<file path="src/rtl/bsg_mem_1rw_sync_mask_write_byte_rv.sv">
// rtl/bsg_mem_1rw_sync_mask_write_byte_rv.sv - ready/valid front end for a 1rw byte-masked sync SRAM
// Optional write acknowledgements: define BSG_MEM_1RW_RV_WRITE_ACK_EN.
module bsg_mem_1rw_sync_mask_write_byte_rv #(
  parameter int width_p   = 32,
  parameter int els_p     = 16,
  parameter int buf_els_p = 3,
  localparam int addr_width_lp       = (els_p > 1) ? $clog2(els_p) : 1,
  localparam int write_mask_width_lp = width_p >> 3
) (
  input  logic                           clk_i,
  input  logic                           reset_i,
  input  logic                           v_i,
  output logic                           ready_and_o,
  input  logic                           w_i,
  input  logic [addr_width_lp-1:0]       addr_i,
  input  logic [width_p-1:0]             data_i,
  input  logic [write_mask_width_lp-1:0] w_mask_i,
  output logic                           mem_v_o,
  output logic                           mem_w_o,
  output logic [addr_width_lp-1:0]       mem_addr_o,
  output logic [width_p-1:0]             mem_data_o,
  output logic [write_mask_width_lp-1:0] mem_w_mask_o,
  input  logic [width_p-1:0]             mem_data_i,
  output logic                           v_o,
  output logic [width_p-1:0]             data_o,
  input  logic                           yumi_i
);

  localparam int ptr_w_lp = $clog2(buf_els_p);
  localparam int cnt_w_lp = $clog2(buf_els_p + 1);
  localparam int occ_w_lp = cnt_w_lp + 1;

  logic                rd_inflight_q, rd_inflight_d;
  logic [ptr_w_lp-1:0] head_q, head_d, tail_q, tail_d;
  logic [cnt_w_lp-1:0] count_q, count_d;
  logic [width_p-1:0]  buf_mem_q [buf_els_p];
  logic [width_p-1:0]  buf_mem_d [buf_els_p];
  logic [occ_w_lp-1:0] occ;
  logic                accept, enq, deq;
  logic [width_p-1:0]  enq_data;

`ifdef BSG_MEM_1RW_RV_WRITE_ACK_EN
  logic wr_ack_q, wr_ack_d;
`endif

  function automatic logic [ptr_w_lp-1:0] ptr_inc(input logic [ptr_w_lp-1:0] p);
    return (p == ptr_w_lp'(buf_els_p - 1)) ? '0 : p + ptr_w_lp'(1);
  endfunction

  // An in-flight read holds a slot so its data can always be enqueued.
  assign occ         = {1'b0, count_q} + {{cnt_w_lp{1'b0}}, rd_inflight_q};
  assign ready_and_o = ~reset_i & (occ < occ_w_lp'(buf_els_p));
  assign accept      = v_i & ready_and_o;

  assign mem_v_o      = accept;
  assign mem_w_o      = w_i;
  assign mem_addr_o   = addr_i;
  assign mem_data_o   = data_i;
  assign mem_w_mask_o = w_i ? w_mask_i : '0;

  assign v_o    = (count_q != '0);
  assign data_o = buf_mem_q[head_q];
  assign enq    = rd_inflight_q;
  assign deq    = yumi_i & v_o;

`ifdef BSG_MEM_1RW_RV_WRITE_ACK_EN
  assign enq_data = wr_ack_q ? '0 : mem_data_i;
`else
  assign enq_data = mem_data_i;
`endif

  always_comb begin
    head_d    = head_q;
    tail_d    = tail_q;
    count_d   = count_q;
    buf_mem_d = buf_mem_q;
`ifdef BSG_MEM_1RW_RV_WRITE_ACK_EN
    rd_inflight_d = accept;
    wr_ack_d      = accept & w_i;
`else
    rd_inflight_d = accept & ~w_i;
`endif
    if (enq) begin
      buf_mem_d[tail_q] = enq_data;
      tail_d            = ptr_inc(tail_q);
    end
    if (deq) begin
      head_d = ptr_inc(head_q);
    end
    unique case ({enq, deq})
      2'b10:   count_d = count_q + cnt_w_lp'(1);
      2'b01:   count_d = count_q - cnt_w_lp'(1);
      default: count_d = count_q;
    endcase
  end

  always_ff @(posedge clk_i or posedge reset_i) begin
    if (reset_i) begin
      rd_inflight_q <= 1'b0;
      head_q        <= '0;
      tail_q        <= '0;
      count_q       <= '0;
`ifdef BSG_MEM_1RW_RV_WRITE_ACK_EN
      wr_ack_q      <= 1'b0;
`endif
    end else begin
      rd_inflight_q <= rd_inflight_d;
      head_q        <= head_d;
      tail_q        <= tail_d;
      count_q       <= count_d;
`ifdef BSG_MEM_1RW_RV_WRITE_ACK_EN
      wr_ack_q      <= wr_ack_d;
`endif
    end
  end

  // Entry contents are meaningless while the count says empty, so no reset.
  always_ff @(posedge clk_i) begin
    buf_mem_q <= buf_mem_d;
  end

`ifndef SYNTHESIS
  always @(posedge clk_i) begin
    if (!reset_i) begin
      assert (!(enq && !deq && (count_q == cnt_w_lp'(buf_els_p))));
      assert (!(yumi_i && !v_o));
      assert (!$isunknown(v_i));
      assert (!$isunknown(yumi_i));
    end
  end
`endif

endmodule
</file>
<file path="config.mk">
export PLATFORM = sky130hd
export DESIGN_NAME = bsg_mem_1rw_sync_mask_write_byte_rv
export DESIGN_NICKNAME = d
export VERILOG_FILES = /design/src/rtl/bsg_mem_1rw_sync_mask_write_byte_rv.sv
export SDC_FILE = /design/constraint.sdc
export NUM_CORES = 1
export LEC_CHECK = 0
export CAP_MARGIN = 20
export CORE_AREA = 2 2 137 72
export DETAILED_ROUTE_END_ITERATION = 10
export DIE_AREA = 0 0 139 74
export PLACE_DENSITY = 0.86
export SYNTH_ARGS = -nofsm -noshare
export SYNTH_HDL_FRONTEND = slang
export SYNTH_SLANG_ARGS = --single-unit
</file>
<file path="constraint.sdc">
create_clock -name clk_i -period 6.9 [get_ports clk_i]
set_input_delay 0.69 -clock clk_i [delete_from_list [all_inputs] [get_ports clk_i]]
set_output_delay 0.69 -clock clk_i [all_outputs]
set_load 0.05 [all_outputs]
</file>
**Word level (Yosys, flattened, before mapping)**

Index checks and enable logic that the tools add are counted.

- Bits in registers: 103
- Input bits: 77
- Output and inout bits: 76
- Logic and storage cells: 41

- $add $sub $neg: 5
- Order comparisons: 4
- Equal/unequal tests: 4
- Mux-type cells: 10
- Bitwise logic cells: 8
- Reductions and logical operators: 3

Operators by type and width:

| operator | number |
|---|---|
| $bwmux W96 | 1 |
| $mux W32 | 3 |
| $bmux W32 S2 | 1 |
| $demux W32 S2 | 1 |
| $add A2 B1 Y2 const B | 3 |
| $eq A2 B2 Y1 const B | 3 |
| $ge A3 B3 Y1 const B | 2 |
| $not A2 Y3 | 2 |
| $and A1 B1 Y1 | 4 |
| $mux W2 | 2 |
| $mux W4 | 1 |
| $pmux W2 S2 | 1 |
| $reduce_bool A2 Y1 | 2 |
| $add A2 B1 Y3 | 1 |
| $lt A3 B1 Y1 const B | 1 |
| $lt A3 B2 Y1 const B | 1 |
| $eq A2 B1 Y1 const B | 1 |
| $not A1 Y1 | 2 |
| $sub A2 B1 Y2 const B | 1 |
| $logic_and A1 B1 Y1 | 1 |

**Depth between registers and ports, before layout**

Gate-level depths: netlist (run 1).

- Word-level depth: 6
- Gate-level depth with buffers: 6

**Least setup slack after synthesis (run 1)**

No wires, ideal clock.

- Path type: reg-to-output
- Start: register count_q[0]
- End: output port mem_v_o
- Data arrival time: 2.199 ns
- Slack: 4.011 ns
- Stages on the path, launching flop included: 5
- Cells stage by stage: dfrtp_1 > ha_1 > ha_1 > a211oi_2 > and2_1

- Longest elaborated chain between the ends: 4

RTL lines:

| item | line | text |
|---|---|---|
| from (decl) | 35 | `logic [cnt_w_lp-1:0] count_q, count_d;` |
| from (signal assigned) | 110 | `count_q <= count_d;` |
| $add A2 B1 Y3 | 51 | `assign occ = {1'b0, count_q} + {{cnt_w_lp{1'b0}}, rd_inflight_q};` |
| $lt A3 B2 Y1 | 52 | `assign ready_and_o = ~reset_i & (occ < occ_w_lp'(buf_els_p));` |
| $and A1 B1 Y1 | 52 |  |
| net ready_and_o | 13 | `output logic ready_and_o,` |
| $and A1 B1 Y1 | 53 | `assign accept = v_i & ready_and_o;` |
| to (decl) | 18 | `output logic mem_v_o,` |

The timed path passes the listed nets, and every way through them passes these cells.

**Worst setup path in the final report (run 1)**

- Start: register head_q[0]
- End: output port data_o[10]

- Longest elaborated chain between the ends: 4

RTL lines:

| item | line | text |
|---|---|---|
| from (decl) | 34 | `logic [ptr_w_lp-1:0] head_q, head_d, tail_q, tail_d;` |
| from (signal assigned) | 100 | `head_q <= '0;` |
| from (signal assigned) | 108 | `head_q <= head_d;` |
| $not A2 Y3 (implied by the code) | 62 | `assign data_o = buf_mem_q[head_q];` |
| $bmux W32 S2 | 62 |  |
| $mux W32 (implied by the code) (2 in a row) | 62 |  |
| to (decl) | 25 | `output logic [width_p-1:0] data_o,` |

No other way between the ends. The select of a mux whose other input is x is not followed.

==> results of run 1 <==
==> worst reg2reg max path, cell delays in order, from the launching register on <==
cell	delay [ns]
dfrtp_1	0.40
nand2b_1	0.23
nor2_4	0.79
==> sequential cells by signal, summed over array words and instances (netlist names) <==
| name | flops |
|---|---|
| buf_mem_q | 96 |
| enq | 1 |
| head_q | 2 |
| tail_q | 2 |
| count_q | 2 |
==> per-stage QoR <==
step                      cell area (um2)  cells  setup slack, ns  total power, W
after floorplan                      4270    280             4.01         0.00158
after global placement               4860    433             3.56         0.00180
after detailed placement             4860    433             3.53         0.00182
after CTS                            5160    449             3.13         0.00232
after global routing                 5160    449             2.99         0.00239
final                                5160    449             3.18         0.00230
==> layout make-up <==
| cell class | count | area share, % |
|---|---|---|
| Clock inverter | 6 | 1.33 |
| Clock buffer | 10 | 4.44 |
| Tap cell | 121 | 2.93 |
| Sequential cell | 103 | 59.3 |
| Multi-Input combinational cell | 124 | 16.0 |
| Inverter | 4 | 0.291 |
| Timing Repair Buffer | 81 | 15.7 |
==> power groups by stage <==
stage | Clock, W | Combinational, W | Sequential, W
final | 0.000498 | 0.000991 | 0.000810
after global routing | 0.000533 | 0.00104 | 0.000817
after CTS | 0.000509 | 0.000997 | 0.000810
after detailed placement | 0 | 0.000992 | 0.000824
after global placement | 0 | 0.000982 | 0.000819
after floorplan | 0 | 0.000812 | 0.000768
==> placed cells by master (no fill, tap or decap), drive strengths merged, types with 2 or more instances in the layout <==
master and count:
ha 3, nor2b 2, o21ai 34, and2 5, mux2i 32, nand2 34
xnor2 2, edfxtp 96, nor2 3, clkinv 2, inv 6, clkbuf 10
clkdlybuf4s50 80, dfrtp 7, a21o 3
==> Yosys cell counts <==
cell       n
a211oi_2   1
a21o_1     3
and2_1     5
and3_1     1
buf_4     37
buf_6      9
clkbuf_1   3
dfrtp_1    7
edfxtp_1  96
ha_1       3
inv_1      4
mux2i_1   32
nand2_1   34
nand2b_1   1
nor2_1     3
nor2b_1    1
nor2b_4    1
nor3_1     1
o21ai_0    3
o21ai_1   29
o21ai_2    2
or2_2      1
xnor2_1    2
xor2_1     1
==> final timing paths <==
path / end
min reg2reg: count_q[1]
max reg2reg: buf_mem_q[53]
min in group asynchronous: count_q[1]
max: data_o[10]
min: count_q[1]
max in group asynchronous: head_q[0]
==> metal layers <==
layer / vias up / GRT usage [%] / share of wire [%]
li1: 1062 / - / -
met4: 0 / 7.30 / 2.8
met2: 90 / 25.4 / 44
met3: 33 / 5.73 / 8.2
met1: 1094 / 21.6 / 45
met5: - / 0 / 0
==> cell families after synthesis <==
group                      after synthesis  share of synthesized area [%]
and+or+nand+nor                         48                           5.01
adders and majority gates                3                          0.878
xor gates and xnor gates                 3                          0.615
buffers and inverters                   53                           9.48
AOI/OAI and AO/OA                       38                           4.98
DFF                                    103                           71.5
muxes                                   32                           7.49
==> impl_metrics.csv, run 1 <==
group,metric,value,unit
die,die_y,74,um
logic_synthesis,yosysWarnings,0,
sta,fmax,0.269,GHz
grt,grt_max_degree,37,
clock_tree,clk_path_buf_depth,2,
setup_path,max_stage_delay,0.84,ns
clock_tree,clock_latency,0.34,ns
grt,overflow,0,
drt,dr.pass1.iters,4,
pwr,p_int,0.00136,W
logic_synthesis,synth_seq_cells,103,
clock_tree,postCtsSetupBuffers,0,
clock_tree,htree_num_levels,3,
die,io_pins,153,
setup_path,critical_path_required,6.21,ns
logic_synthesis,synth_area_leaders,"edfxtp_1 (67%), mux2i_1 (7.5%), buf_4 (6.5%)",
clock_tree,ctsHoldBuffers,0,
placed_design,dpl.hpwl,5.28,mm
sta,rsz0062_at_grt,"no",
sta,hold_viol,0,
setup_path,critPathArrivalTime,3.03,ns
clock_tree,cts_root_buf,"clkbuf_16",
drt,totalWireLength,8.09,mm
drt,vias,2279,
die,die_w,139,um
pwr,powerDensity,446,nW/um2
sta,drv_slew,0,
logic_synthesis,syn_area_per_cell,15.3,um2
drt,drt_iter0_drc,122,
cells_and_area,n_antenna_cell,0,
pwr,peakVddDrop,297,uV
setup_path,crit_cells,4,
setup_path,r2r_start,"tail_q[1]",
setup_path,start_kind,"flip-flop",
pwr,switching_share,40.7,%
grt,grt_use_total,16.4,%
sta,whs,0.531,ns
sta,clock_skew,0.00542,ns
logic_synthesis,synth_top_cell_by_area,"edfxtp_1",
pwr,power_frac_comb,43.1,%
die,initial_core_util,46.8,%
sta,fin_tns_setup,0,ns
cells_and_area,syn_to_final_growth,20.7,%
cells_and_area,seq_area,3060,um2
grt,antenna_found_initial,0,
flow_run,drv_cap,0,
logic_synthesis,synth.yosys.seq_area_share,71.5,%
pwr,p_leak,1.77,nW
clock_tree,cts-buffers-inserted,9,
hold_path,whs_path_depth,1,
setup_path,crit_start,"head_q[0]",
setup_path,crit_chain,"nor2b_4 -> nand2_1 -> o21ai_1 -> clkdlybuf4s50_1",
clock_tree,clk_pin_slew,0.06,ns
logic_synthesis,yosys.area.top_type_share,67.4,%
setup_path,r2r_cells,2,
pwr,p_switching,0.000935,W
logic_synthesis,synth_cell_type_count,24,
drt,wire_per_inst,18.0,um
setup_path,slowest_stage,"clkdlybuf4s50_1",
drt,antenna_left,0,
setup_path,cp_max_fo,36,
grt,grt_pass1_vias,2354,
sta,setup_viol,0,
die,rows,25,
clock_tree,cts_num_sinks,103,
logic_synthesis,synthCells,280,
grt,grt_pass1_wl,12.3,mm
hold_path,min_from,"count_q[1]",
clock_tree,cts_tree,"built",
sta,period_share,53.9,%
pwr,sequentialPowerShare,35.2,%
run_status,outcome,"finished clean",
placed_design,io_buffers,80,
setup_path,r2r_setup_slack,5.08,ns
cells_and_area,final_nets,403,
clock_tree,cts_resized,0,
cells_and_area,layout-drive-gt1-share,7.62,%
cells_and_area,fin_util,56.5,%
die,die_area,10300,um2
sta,worst_pin_slew,1.04,ns
setup_path,critPathKind,"flip-flop to output port",
cells_and_area,multi_input_area,827,um2
setup_path,worstSetupEndpointType,"output port",
hold_path,worstHoldPathType,"flip-flop to flip-flop",
setup_path,path_buf_inv,1,
logic_synthesis,syn_nets,360,
die,core,9130,um2
cells_and_area,nFillCells,736,
sta,period_minus_slack,3.72,ns
setup_path,cp_top_family,"simple AND/OR/NAND/NOR gates",
placed_design,gp_congestion,0.752,
drt,route.detailed.drc,0,
logic_synthesis,synthesis.area,4270,um2
drt,viasPerCell,5.08,
pwr,clkPwrFrac,21.7,%
sta,max_slew_margin,30.7,%
Power figures use the tool's default switching activity.
==> run 2, diff against run 1 <==
--- a/config.mk
+++ b/config.mk
@@ -6,10 +6,10 @@
 export NUM_CORES = 1
 export LEC_CHECK = 0
 export CAP_MARGIN = 20
-export CORE_AREA = 2 2 137 72
+export CORE_AREA = 2 2 141 74
 export DETAILED_ROUTE_END_ITERATION = 10
-export DIE_AREA = 0 0 139 74
-export PLACE_DENSITY = 0.86
+export DIE_AREA = 0 0 143 76
+export PLACE_DENSITY = 0.82
 export SYNTH_ARGS = -nofsm -noshare
 export SYNTH_HDL_FRONTEND = slang
 export SYNTH_SLANG_ARGS = --single-unit
==> constraint.sdc (replaced) <==
create_clock -name clk_i -period 3.9 [get_ports clk_i]
set_input_delay 0.39 -clock clk_i [delete_from_list [all_inputs] [get_ports clk_i]]
set_output_delay 0.39 -clock clk_i [all_outputs]
set_load 0.05 [all_outputs]
==> impl_metrics.csv, run 2 (synthesized netlist as in run 1, its figures left out) <==
group,metric,value,unit
run_status,outcome,"finished clean",
sta,period_share,78.0,%
die,core,9790,um2
setup_path,critPathKind,"flip-flop to output port",
pwr,peakVddDrop,508,uV
die,initial_core_util,43.6,%
hold_path,worstHoldPathType,"input pin to asynchronous set/reset pin",
grt,grt_use_total,14.9,%
clock_tree,clock_latency,0.34,ns
sta,drv_slew,0,
placed_design,io_buffers,80,
clock_tree,cts_tree,"built",
cells_and_area,top_register,"buf_mem_q",
grt,overflow,0,
clock_tree,cts_num_sinks,103,
setup_path,crit_start,"head_q[0]",
setup_path,slowest_stage,"clkdlybuf4s50_1",
die,die_w,143,um
sta,max_slew_margin,37.8,%
cells_and_area,n_antenna_cell,0,
setup_path,start_kind,"flip-flop",
die,io_pins,153,
sta,worst_pin_slew,0.930,ns
die,die_area,10900,um2
cells_and_area,layout_commonest_cell,"edfxtp_1",
drt,totalWireLength,7.71,mm
cells_and_area,layout.cells.most_common_list,"edfxtp_1 (96), clkdlybuf4s50_1 (78), nand2_1 (34)",
setup_path,r2r_start,"tail_q[1]",
pwr,powerDensity,783,nW/um2
grt,grt_pass1_vias,2300,
setup_path,critPathArrivalTime,2.65,ns
cells_and_area,syn_to_final_growth,22.0,%
drt,antenna_left,0,
clock_tree,cts_resized,0,
sta,hold_viol,0,
clock_tree,clk_pin_slew,0.06,ns
drt,vias,2234,
cells_and_area,final-instance-count-excl-fill,470,
clock_tree,cts-buffers-inserted,9,
clock_tree,ctsHoldBuffers,0,
grt,grt_pass1_wl,12.0,mm
clock_tree,clk_path_buf_depth,2,
clock_tree,htree_num_levels,3,
setup_path,critical_path_required,3.51,ns
drt,viasPerCell,4.75,
drt,dr.pass1.iters,4,
placed_design,dpl.hpwl,4.99,mm
sta,fin_tns_setup,0,ns
placed_design,place_inst,453,
cells_and_area,largest_register_ffs,96,
grt,grt_max_degree,36,
sta,period_minus_slack,3.04,ns
cells_and_area,fin_util,53.2,%
setup_path,crit_chain,"nor2b_4 -> nand2_1 -> o21ai_1 -> clkdlybuf4s50_1",
setup_path,cp_max_fo,32,
grt,antenna_found_initial,0,
setup_path,max_stage_delay,0.82,ns
cells_and_area,layout-drive-gt1-share,7.88,%
drt,route.detailed.drc,0,
die,die_y,76,um
drt,wire_per_inst,16.4,um
sta,setup_viol,0,
clock_tree,cts_root_buf,"clkbuf_16",
die,rows,26,
cells_and_area,multi_input_area,827,um2
pwr,p_leak,1.79,nW
cells_and_area,seq_area,3060,um2
clock_tree,postCtsSetupBuffers,0,
setup_path,worstSetupEndpointType,"output port",
sta,fmax,0.329,GHz
drt,drt_iter0_drc,166,
flow_run,drv_cap,0,
cells_and_area,nFillCells,802,
setup_path,path_buf_inv,1,
placed_design,gp_congestion,0.790,
setup_path,cp_top_family,"simple AND/OR/NAND/NOR gates",
sta,rsz0062_at_grt,"no",
sta,clock_skew,0.00477,ns
cells_and_area,final_nets,405,
sta,whs,0.356,ns
run 2: cell types whose count changed in the layout (fill, tap and decap cells not counted), sizes merged:
cell / change
bufinv: +1
clkinv: +1
clkdlybuf4s50: -2
clkbuf: +1
buf: +4
clkinvlp: -1
inv: -2
run 2: final cells by class:
class,instances,share of cell area [%]
clock inverters,5,1.39
clock buffers,11,4.46
inverters,4,0.288
well taps,140,3.36
flip-flops and latches,103,58.7
multi-input cells,124,15.9
repair buffers,83,15.9
run 2: metal layers:
metal / routed length, um / GRT usage (%)
met1: 3800 / 20.7
met2: 3140 / 20.7
met3: 577 / 6.60
met4: 201 / 5.64
met5: 0 / 0
run 2: final timing paths:
| path | slack (ns) | to | cells after the start |
|---|---|---|---|
| worst min-delay path | 0.36 | enq | 2 |
| min in group clk_i | 0.50 | tail_q[1] | 1 |
| worst max-delay path | 0.86 | data_o[6] | 4 |
| max in group asynchronous | 3.31 | head_q[0] | 2 |
| worst max register to register | 2.16 | buf_mem_q[82] | 2 |
| worst min register to register | 0.50 | tail_q[1] | 1 |
run 2: where the power goes:
group | total (W) | internal, W | switching [W] | leakage [nW]
Clock | 0.000912 | 0.000557 | 0.000355 | 0.149
Sequential | 0.00137 | 0.00131 | 0.0000691 | 0.953
Combinational | 0.00180 | 0.000603 | 0.00119 | 0.684
Total | 0.00408 | 0.00247 | 0.00162 | 1.79
run 2: through the flow:
| step | setup slack (ns) | instance area [um2] | total power [W] |
|---|---|---|---|
| 2_1_floorplan | 1.31 | 4270 | 0.00280 |
| 5_1_grt | 0.656 | 5210 | 0.00426 |
| 6_report | 0.860 | 5210 | 0.00408 |
| 4_1_cts | 0.829 | 5190 | 0.00412 |
| 3_5_place_dp | 1.21 | 4890 | 0.00320 |
| 3_3_place_gp | 1.25 | 4890 | 0.00318 |
==> run 3, diff against run 2 <==
--- a/config.mk
+++ b/config.mk
@@ -6,10 +6,10 @@
 export NUM_CORES = 1
 export LEC_CHECK = 0
 export CAP_MARGIN = 20
-export CORE_AREA = 2 2 141 74
+export CORE_AREA = 2 2 150 79
 export DETAILED_ROUTE_END_ITERATION = 10
-export DIE_AREA = 0 0 143 76
-export PLACE_DENSITY = 0.82
+export DIE_AREA = 0 0 152 81
+export PLACE_DENSITY = 0.76
 export SYNTH_ARGS = -nofsm -noshare
 export SYNTH_HDL_FRONTEND = slang
 export SYNTH_SLANG_ARGS = --single-unit
==> constraint.sdc (replaced) <==
create_clock -name clk_i -period 2.7 [get_ports clk_i]
set_input_delay 0.27 -clock clk_i [delete_from_list [all_inputs] [get_ports clk_i]]
set_output_delay 0.27 -clock clk_i [all_outputs]
set_load 0.05 [all_outputs]
==> impl_metrics.csv, run 3 (synthesized netlist as in run 1, its figures left out) <==
group,metric,value,unit
cells_and_area,largest_register_ffs,96,
clock_tree,cts_num_sinks,103,
hold_path,worstHoldPathType,"input pin to asynchronous set/reset pin",
placed_design,dpl.hpwl,5.22,mm
sta,rsz0062_at_grt,"no",
setup_path,critical_path_required,2.43,ns
die,io_pins,153,
sta,period_share,85.4,%
drt,dr.pass1.iters,4,
cells_and_area,syn_to_final_growth,29.9,%
drt,totalWireLength,8.05,mm
drt,vias,2304,
drt,route.detailed.drc,0,
sta,whs,0.208,ns
clock_tree,clock_latency,0.34,ns
cells_and_area,layout_commonest_cell,"edfxtp_1",
cells_and_area,final_nets,410,
clock_tree,cts-buffers-inserted,9,
setup_path,critPathKind,"flip-flop to output port",
cells_and_area,layout.cells.most_common_list,"edfxtp_1 (96), clkdlybuf4s50_1 (46), nand2_1 (34)",
sta,fmax,0.434,GHz
drt,drt_iter0_drc,109,
cells_and_area,n_antenna_cell,0,
setup_path,slowest_stage,"dfrtp_2",
sta,clock_skew,0.00502,ns
sta,fin_tns_setup,0,ns
setup_path,worstSetupEndpointType,"output port",
sta,max_slew_margin,41.5,%
setup_path,critPathArrivalTime,2.03,ns
cells_and_area,fin_util,49.4,%
cells_and_area,layout-drive-gt1-share,19.4,%
flow_run,drv_cap,0,
die,die_w,152,um
sta,drv_slew,0,
grt,grt_pass1_wl,12.5,mm
run_status,outcome,"finished clean",
grt,overflow,0,
drt,wire_per_inst,16.6,um
pwr,p_leak,1.98,nW
cells_and_area,top_register,"buf_mem_q",
die,rows,28,
drt,antenna_left,0,
die,die_area,12300,um2
die,core,11200,um2
cells_and_area,final_area,5550,um2
clock_tree,cts_root_buf,"clkbuf_16",
grt,grt_max_degree,34,
setup_path,cp_max_fo,22,
sta,setup_viol,0,
die,initial_core_util,38.0,%
setup_path,start_kind,"flip-flop",
setup_path,crit_chain,"buf_4 -> mux2i_1 -> o21ai_1 -> buf_12",
sta,period_minus_slack,2.30,ns
sta,worst_pin_slew,0.877,ns
pwr,powerDensity,1190,nW/um2
clock_tree,ctsHoldBuffers,0,
placed_design,gp_congestion,0.762,
grt,antenna_found_initial,0,
setup_path,max_stage_delay,0.80,ns
clock_tree,clk_path_buf_depth,2,
grt,grt_use_total,13.6,%
clock_tree,postCtsSetupBuffers,0,
clock_tree,cts_tree,"built",
die,die_y,81,um
drt,viasPerCell,4.75,
clock_tree,cts_resized,0,
pwr,totalPowerFinal,0.00660,W
grt,grt_pass1_vias,2386,
pwr,peakVddDrop,715,uV
placed_design,placed_cell_area,5270,um2
sta,hold_viol,0,
clock_tree,clk_pin_slew,0.07,ns
clock_tree,htree_num_levels,3,
placed_design,io_buffers,80,
-- run 3: changes by cell type in the layout (fill, tap and decap cells not counted), sizes merged --
cell / previous run / this run
clkinvlp: 0 / 2
clkinv: 3 / 2
bufinv: 2 / 0
clkdlybuf4s50: 78 / 46
inv: 4 / 6
buf: 5 / 41
clkbuf: 11 / 10
dlymetal6s2s: 0 / 1
-- run 3: report_power, final --
group / internal [W] / total (W) / switching [W] / leakage, nW
logic: 0.00148 / 0.00337 / 0.00189 / 0.890
clock network: 0.000641 / 0.00121 / 0.000572 / 0.133
registers: 0.00188 / 0.00202 / 0.000134 / 0.953
total: 0.00401 / 0.00660 / 0.00260 / 1.98
-- run 3: worst paths after layout --
kind	start	to	slack, ns	cells after the start
setup / recovery	head_q[0]	data_o[13]	0.40	4
hold / removal	reset_i	tail_q[0]	0.21	2
setup reg to reg	tail_q[0]	buf_mem_q[8]	0.99	2
hold reg to reg	tail_q[1]	tail_q[1]	0.49	1
max in group asynchronous	reset_i	head_q[0]	2.26	2
min in group clk_i	tail_q[1]	tail_q[1]	0.49	1
-- run 3: critical path, delay by kind of cell, from the launching register on --
family,cells,cell delay [ns]
flops,1,0.80
buf+inv,2,0.50
compound gates,1,0.28
mux,1,0.10
-- run 3: final cells by class --
class,count,area [um2]
clock buffers,10,229
clock inverters,6,55.1
fillers,941,5690
inverters,4,15.0
multi-input cells,124,827
flip-flops and latches,103,3060
well taps,150,188
repair buffers,88,1180
-- run 3: per-stage QoR --
stage / instances / worst slack (ns)
after floorplan: 280 / 0.231
after global placement: 469 / 0.446
after detailed placement: 469 / 0.435
after CTS: 485 / 0.0599
after global routing: 485 / 0.260
final: 485 / 0.395
-- run 3: routing by layer --
metal	share of wire, %	global-route usage (%)	vias to the layer above
met1	46	17.5	1128
li1	-	-	1073
met4	1.3	3.83	0
met5	0	0	-
met2	46	21.1	85
met3	6.6	6.14	18
